## src/rtl/vga_timing_gen.sv

```systemverilog
// Configurable raster timing generator: h/v counters advanced by a pixel strobe,
// with every output registered so the renderer sees one clean, aligned pixel stream.
module vga_timing_gen #(
    parameter int H_ACTIVE = 640,
    parameter int H_FP     = 16,
    parameter int H_SYNC   = 96,
    parameter int H_BP     = 48,
    parameter int V_ACTIVE = 480,
    parameter int V_FP     = 10,
    parameter int V_SYNC   = 2,
    parameter int V_BP     = 33,
    parameter int H_POL    = 0,
    parameter int V_POL    = 0,
    parameter int CW       = 10,
    parameter int FRAME_W  = 16
) (
    input  logic               i_clk,
    input  logic               i_rst,
    input  logic               i_pix_stb,
    output logic               o_hs,
    output logic               o_vs,
    output logic               o_de,
    output logic               o_hblank,
    output logic               o_vblank,
    output logic [CW-1:0]      o_x,
    output logic [CW-1:0]      o_y,
    output logic               o_sof,
    output logic               o_eol,
    output logic [FRAME_W-1:0] o_frame
);

    localparam int H_TOTAL = H_ACTIVE + H_FP + H_SYNC + H_BP;
    localparam int V_TOTAL = V_ACTIVE + V_FP + V_SYNC + V_BP;

    localparam logic [CW-1:0] H_ACT    = CW'(H_ACTIVE);
    localparam logic [CW-1:0] V_ACT    = CW'(V_ACTIVE);
    localparam logic [CW-1:0] H_X_MAX  = CW'(H_ACTIVE - 1);
    localparam logic [CW-1:0] V_Y_MAX  = CW'(V_ACTIVE - 1);
    localparam logic [CW-1:0] H_LAST   = CW'(H_TOTAL - 1);
    localparam logic [CW-1:0] V_LAST   = CW'(V_TOTAL - 1);
    localparam logic [CW-1:0] HS_START = CW'(H_ACTIVE + H_FP);
    localparam logic [CW-1:0] HS_END   = CW'(H_ACTIVE + H_FP + H_SYNC);
    localparam logic [CW-1:0] VS_START = CW'(V_ACTIVE + V_FP);
    localparam logic [CW-1:0] VS_END   = CW'(V_ACTIVE + V_FP + V_SYNC);
    localparam logic          HS_ON    = (H_POL != 0);
    localparam logic          VS_ON    = (V_POL != 0);

    // h/v name the next pixel to present, not the one currently on the outputs
    logic [CW-1:0]      h_q, h_d, v_q, v_d;
    logic [CW-1:0]      x_q, x_d, y_q, y_d;
    logic [FRAME_W-1:0] frame_q, frame_d;
    logic               hs_q, hs_d, vs_q, vs_d, de_q, de_d;
    logic               hblank_q, hblank_d, vblank_q, vblank_d;
    logic               sof_q, sof_d, eol_q, eol_d;

    always_comb begin
        h_d      = h_q;
        v_d      = v_q;
        x_d      = x_q;
        y_d      = y_q;
        frame_d  = frame_q;
        hs_d     = hs_q;
        vs_d     = vs_q;
        de_d     = de_q;
        hblank_d = hblank_q;
        vblank_d = vblank_q;
        sof_d    = 1'b0;
        eol_d    = 1'b0;
        if (i_pix_stb) begin
            hs_d     = (h_q >= HS_START && h_q < HS_END) ? HS_ON : ~HS_ON;
            vs_d     = (v_q >= VS_START && v_q < VS_END) ? VS_ON : ~VS_ON;
            de_d     = (h_q < H_ACT) && (v_q < V_ACT);
            hblank_d = (h_q >= H_ACT);
            vblank_d = (v_q >= V_ACT);
            x_d      = (h_q < H_ACT) ? h_q : H_X_MAX;
            y_d      = (v_q < V_ACT) ? v_q : V_Y_MAX;
            sof_d    = (h_q == '0) && (v_q == '0);
            eol_d    = (h_q == H_LAST);
            if (h_q == H_LAST) begin
                h_d = '0;
                if (v_q == V_LAST) begin
                    v_d     = '0;
                    frame_d = frame_q + FRAME_W'(1);
                end else begin
                    v_d = v_q + CW'(1);
                end
            end else begin
                h_d = h_q + CW'(1);
            end
        end
    end

    always_ff @(posedge i_clk or posedge i_rst) begin
        if (i_rst) begin
            h_q      <= '0;
            v_q      <= '0;
            x_q      <= '0;
            y_q      <= '0;
            frame_q  <= '0;
            hs_q     <= ~HS_ON;
            vs_q     <= ~VS_ON;
            de_q     <= 1'b0;
            hblank_q <= 1'b0;
            vblank_q <= 1'b0;
            sof_q    <= 1'b0;
            eol_q    <= 1'b0;
        end else begin
            h_q      <= h_d;
            v_q      <= v_d;
            x_q      <= x_d;
            y_q      <= y_d;
            frame_q  <= frame_d;
            hs_q     <= hs_d;
            vs_q     <= vs_d;
            de_q     <= de_d;
            hblank_q <= hblank_d;
            vblank_q <= vblank_d;
            sof_q    <= sof_d;
            eol_q    <= eol_d;
        end
    end

    assign o_hs     = hs_q;
    assign o_vs     = vs_q;
    assign o_de     = de_q;
    assign o_hblank = hblank_q;
    assign o_vblank = vblank_q;
    assign o_x      = x_q;
    assign o_y      = y_q;
    assign o_sof    = sof_q;
    assign o_eol    = eol_q;
    assign o_frame  = frame_q;

endmodule
```

## config.mk

```make
export PLATFORM = sky130hd
export DESIGN_NAME = vga_timing_gen
export DESIGN_NICKNAME = d
export VERILOG_FILES = /design/src/rtl/vga_timing_gen.sv
export SDC_FILE = /design/constraint.sdc
export NUM_CORES = 1
export LEC_CHECK = 0
export BUFFER_PORTS_ARGS = -buffer_cell sky130_fd_sc_hd__buf_2
export CAP_MARGIN = 20
export CORE_UTILIZATION = 56
export DETAILED_ROUTE_END_ITERATION = 6
export PLACE_DENSITY = 0.76
export SYNTH_ARGS = -nofsm -noshare
export SYNTH_HDL_FRONTEND = slang
export SYNTH_SLANG_ARGS = --single-unit
```

## constraint.sdc

```tcl
create_clock -name i_clk -period 3.15 [get_ports i_clk]
set_clock_uncertainty 0.1 [all_clocks]
set_input_delay 0.315 -clock i_clk [delete_from_list [all_inputs] [get_ports i_clk]]
set_output_delay 0.315 -clock i_clk [all_outputs]
set_load 0.01 [all_outputs]
```

Word level (Yosys, flattened, before mapping)
Cells that the tools add are included.
{"block": "word_totals", "in_bits": 3, "out_inout_bits": 43, "word_cells": 41, "register_bits": 63}
{"block": "op_classes", "muxes": 8, "add_sub_neg": 3, "eq_ne": 2, "n_lt_le_gt_ge": 8, "reduce_logical": 8}
{"cell": "10-bit 2-to-1 mux", "count": 4}
{"cell": "10-bit by 1-bit adder with 10-bit output, second input constant", "count": 2}
{"cell": "10-bit equality test, second input constant", "count": 2}
{"cell": "10-bit greater-or-equal comparator, second input constant", "count": 2}
{"cell": "10-bit by 9-bit greater-or-equal comparator with 1-bit output, second input constant", "count": 2}
{"cell": "10-bit logical NOT", "count": 2}
{"cell": "10-bit < comparator, second input constant", "count": 2}
{"cell": "10-bit by 9-bit < comparator with 1-bit output, second input constant", "count": 2}
{"cell": "16-bit by 1-bit adder with 16-bit output, second input constant", "count": 1}
{"cell": "1-bit logical AND", "count": 4}
{"cell": "1-bit 2-to-1 mux", "count": 4}
{"cell": "3-bit AND reduction", "count": 1}
{"cell": "2-bit AND reduction", "count": 1}

Depth between registers and ports, before layout
{"block": "logic_depth", "depth_word": 3, "mapped_depth": 9, "ltp_nobuf": 6}

Worst setup path after synthesis
Ideal clock, no wire load.
{"block": "synth_path", "path_type": "register to register", "startpoint": "register h_q[7]", "endpoint": "register frame_q[1], in the netlist o_frame[1]", "n_path_buf": 3, "required_time_ns": 2.925, "stages_incl_launch_ff": 8, "synth_period_minus_slack_ns": 2.421, "arrival_time_ns": 2.197, "setup_slack_ns": 0.729, "setup_time_ns": 0.125, "cell_sequence": "dfrtp_1 buf_6 or4b_1 buf_2 or3_1 buf_6 nor2_1 mux2_2"}
{"block": "synth_between", "elab_chain_len": 2}
{"element": "start: declaration", "line_no": "49", "rtl": "logic [CW-1:0] h_q, h_d, v_q, v_d;"}
{"element": "start signal: assignment", "line_no": "95", "rtl": "h_q <= '0;"}
{"element": "start signal: assignment", "line_no": "108", "rtl": "h_q <= h_d;"}
{"element": "10-bit equality test", "line_no": "79", "rtl": "if (h_q == H_LAST) begin"}
{"element": "3-bit AND reduction (no line)"}
{"element": "end signal: assignment", "line_no": "112", "rtl": "frame_q <= frame_d;"}
{"element": "end: declaration", "line_no": "51", "rtl": "logic [FRAME_W-1:0] frame_q, frame_d;"}
No other way between the ends.
A chain may end at the register's enable or synchronous reset.

Worst setup path after layout
{"block": "layout_path", "startpoint": "register h_q[5]", "endpoint": "register frame_q[1], in the netlist o_frame[1]"}
The elaborated chain is that of the path after synthesis.

==> results.json <==
{
  "layout_commonest_cell": "dfrtp_1",
  "final.setup.worst_slack_ns": 0.629,
  "antenna_found_initial": 0,
  "min_period_ns": 2.52,
  "worst_setup_path_end_kind": "flip-flop",
  "netlist-cell-type-count": 41,
  "grt_pass1_wl_um": 9930,
  "synth_fp_nets": 275,
  "synth_warnings": 0,
  "ios": 46,
  "post_drt_wl_per_cell_um": 15.2,
  "worstPathRequired_ns": 3.27,
  "crit_chain": "or4b_1 > or3_1 > buf_4 > nor2_1 > buf_4 > mux2_2",
  "max_cap_viol_count": 0,
  "design_area_sq_mm": 0.00343,
  "viasPerCell": 5.56,
  "worst_pin_slew_ns": 0.717,
  "synth_top_area_share": 0.521,
  "rows": 25,
  "status": "completed",
  "antennaDiodeCount": 0,
  "netSwitchingFraction": 0.274,
  "cpLargestDelayFamily": "simple AND/OR/NAND/NOR gates",
  "drive_gt1_frac": 0.234,
  "fill_cells": 397,
  "multi_input_area_sq_mm": 0.00120,
  "worstPathArrival_ns": 2.64,
  "cp_num_cells": 6,
  "path_common_cell": "buf_4",
  "yosys_register_bits": 63,
  "critical_path_class": "flip-flop to flip-flop",
  "finalSetupViolCount": 0,
  "yosys.area.top_type": "dfrtp_1",
  "tritoncts": "done",
  "fp.dieW_um": 74.3,
  "syn-instance-count": 266,
  "wl_um": 5880,
  "clkSinkCount": 63,
  "finalHoldViolCount": 0,
  "portBuffers": 45,
  "insertion_delay_ns": 0.34,
  "synth_area_leaders": "dfrtp_1 52%, xor2_1 5.4%, xnor2_1 3.6%",
  "overflow": 0,
  "routed-via-count": 2153,
  "dieArea_sq_mm": 0.00552,
  "drt_iter0_drc": 139,
  "clock_power_share": 0.367,
  "clock_path_buffers": 2,
  "gp_congestion": 0.815,
  "fmax_ghz": 0.397,
  "holdPathStages": 1,
  "regArea_sq_mm": 0.00158,
  "htree_levels": 3,
  "power_switching_w": 0.000556,
  "power_frac_seq": 0.496,
  "core_area_sq_mm": 0.00488,
  "crit_buf_inv": 2,
  "ant_nets": 0,
  "drv_slew": 0,
  "die_y_um": 74.3,
  "rsz0062_at_grt": "no",
  "post_cts_resized": 0,
  "clk_pin_slew_ns": 0.07,
  "synth_area_sq_mm": 0.00293,
  "vdd_drop_max_mv": 0.504,
  "start_util": 0.600,
  "numCtsBuffers": 9,
  "syn_area_per_cell_sq_um": 11.0,
  "final_cell_mix": "61 x dfrtp_1, 45 x buf_2, 20 x nor2_1",
  "nets": 324,
  "relSlewSlack": 0.518,
  "place_ws_ns": 0.658,
  "critPathMaxStageDelay_ns": 0.65,
  "p_int_w": 0.00147,
  "dpl_cell_area_sq_mm": 0.00319,
  "grt_usage": 0.246,
  "crit_slowest_cell": "or4b_1",
  "worstRegToRegCells": 6,
  "post-route-period-util": 0.800,
  "grt_max_degree": 53,
  "yosysSeqAreaShare": 0.539,
  "area_growth_pct": 17.2,
  "firstDrtPassIters": 4,
  "grt_pass1_vias": 2016,
  "hold_class": "flip-flop to flip-flop",
  "crit_path_max_fanout": 17,
  "final_core_util": 0.703,
  "tns_ns": 0,
  "start_kind": "flip-flop",
  "dp_hpwl_um": 3920,
  "power_density_mw_per_mm2": 590,
  "pwr-share-comb": 0.137,
  "p_leak_nw": 1.61,
  "drc": 0,
  "cts-root-buf": "clkbuf_8"
}
## path summary, 6_finish.rpt
check                                        startpoint                       to  slack [ns]
worst max register to register       h_q[5]$_DFFE_PP0P_   o_frame[1]$_DFFE_PP0P_        0.63
worst max-delay path                 h_q[5]$_DFFE_PP0P_   o_frame[1]$_DFFE_PP0P_        0.63
worst min register to register  o_frame[15]$_DFFE_PP0P_  o_frame[15]$_DFFE_PP0P_        0.36
min in group asynchronous                         i_rst       o_y[9]$_DFFE_PP0P_        0.51
worst min-delay path            o_frame[15]$_DFFE_PP0P_  o_frame[15]$_DFFE_PP0P_        0.36
max in group asynchronous                         i_rst       v_q[4]$_DFFE_PP0P_        1.74
## synth_stat cells (all sizes together)
master   instances
nand3           17
mux2i            2
nor2            20
nor4            13
o2111ai          1
and3             8
o32ai            1
xnor2           12
o22a            11
clkbuf           8
nor4b            3
o21ai            4
o311ai           1
nand3b           1
or3              2
o21a             3
o22ai            3
mux2             2
and2             2
or4b             1
a211oi           1
nand4            8
dfstp            2
a31oi            1
clkinv           1
a2bb2o           1
nand2           14
nor3             7
dfrtp           61
ha               6
buf              8
inv             13
and4             4
a21oi            4
xor2            18
nor2b            2
## state kept, by name (all words and copies together), names as in the netlist
signal / count
h_q: 10
o_de: 1
o_eol: 1
o_frame: 16
o_hblank: 1
o_hs: 1
o_sof: 1
o_vblank: 1
o_vs: 1
o_x: 10
o_y: 10
v_q: 10
## layer usage
| metal | share of wire | track usage |
|---|---|---|
| met5 | 0 | 0 |
| met4 | 0.013 | 0.111 |
| met3 | 0.042 | 0.0623 |
| met2 | 0.45 | 0.351 |
| met1 | 0.49 | 0.358 |
## worst register-to-register path: stages (launching register included)
cell and delay (ns):
dfrtp_1 0.45, or4b_1 0.65, or3_1 0.40, buf_4 0.21
nor2_1 0.13, buf_4 0.14, mux2_2 0.33
## logic make-up after synthesis
kind of cell / Yosys count / synth area share
fa+ha+maj: 6 / 0.0256
buf+inv: 30 / 0.0521
compound gates: 31 / 0.0778
flops: 63 / 0.539
simple gates: 102 / 0.201
xor+xnor: 30 / 0.0897
mux: 4 / 0.0145
## what timing repair did
item	CTS	global route
setup endpoints to repair	0	0
endpoints found under the hold margin	0	3
setup buffers	0	0
hold buffers	0	1
## layout make-up
| class | instances | area share |
|---|---|---|
| clock buffers | 12 | 0.0394 |
| clock inverters | 4 | 0.0204 |
| inverters | 14 | 0.0153 |
| multi-input cells | 173 | 0.349 |
| flip-flops and latches | 63 | 0.460 |
| well taps | 67 | 0.0244 |
| repair buffers | 54 | 0.0919 |
## power by group through the flow
stage               Clock (W)  Combinational, W  Sequential (W)
global route         0.000794          0.000317         0.00102
detailed placement          0          0.000275         0.00102
global placement            0          0.000269         0.00101
CTS                  0.000757          0.000276         0.00100
finish               0.000743          0.000277         0.00101
floorplan                   0          0.000203        0.000993
## through the flow
step	hold slack, ns	std cells	total power (W)
finish	0.365	387	0.00203
global route	0.386	387	0.00213
CTS	0.168	385	0.00204
detailed placement	0.358	369	0.00129
global placement	0.358	369	0.00128
floorplan	0.381	266	0.00120
(Power assumes the default switching activity.)
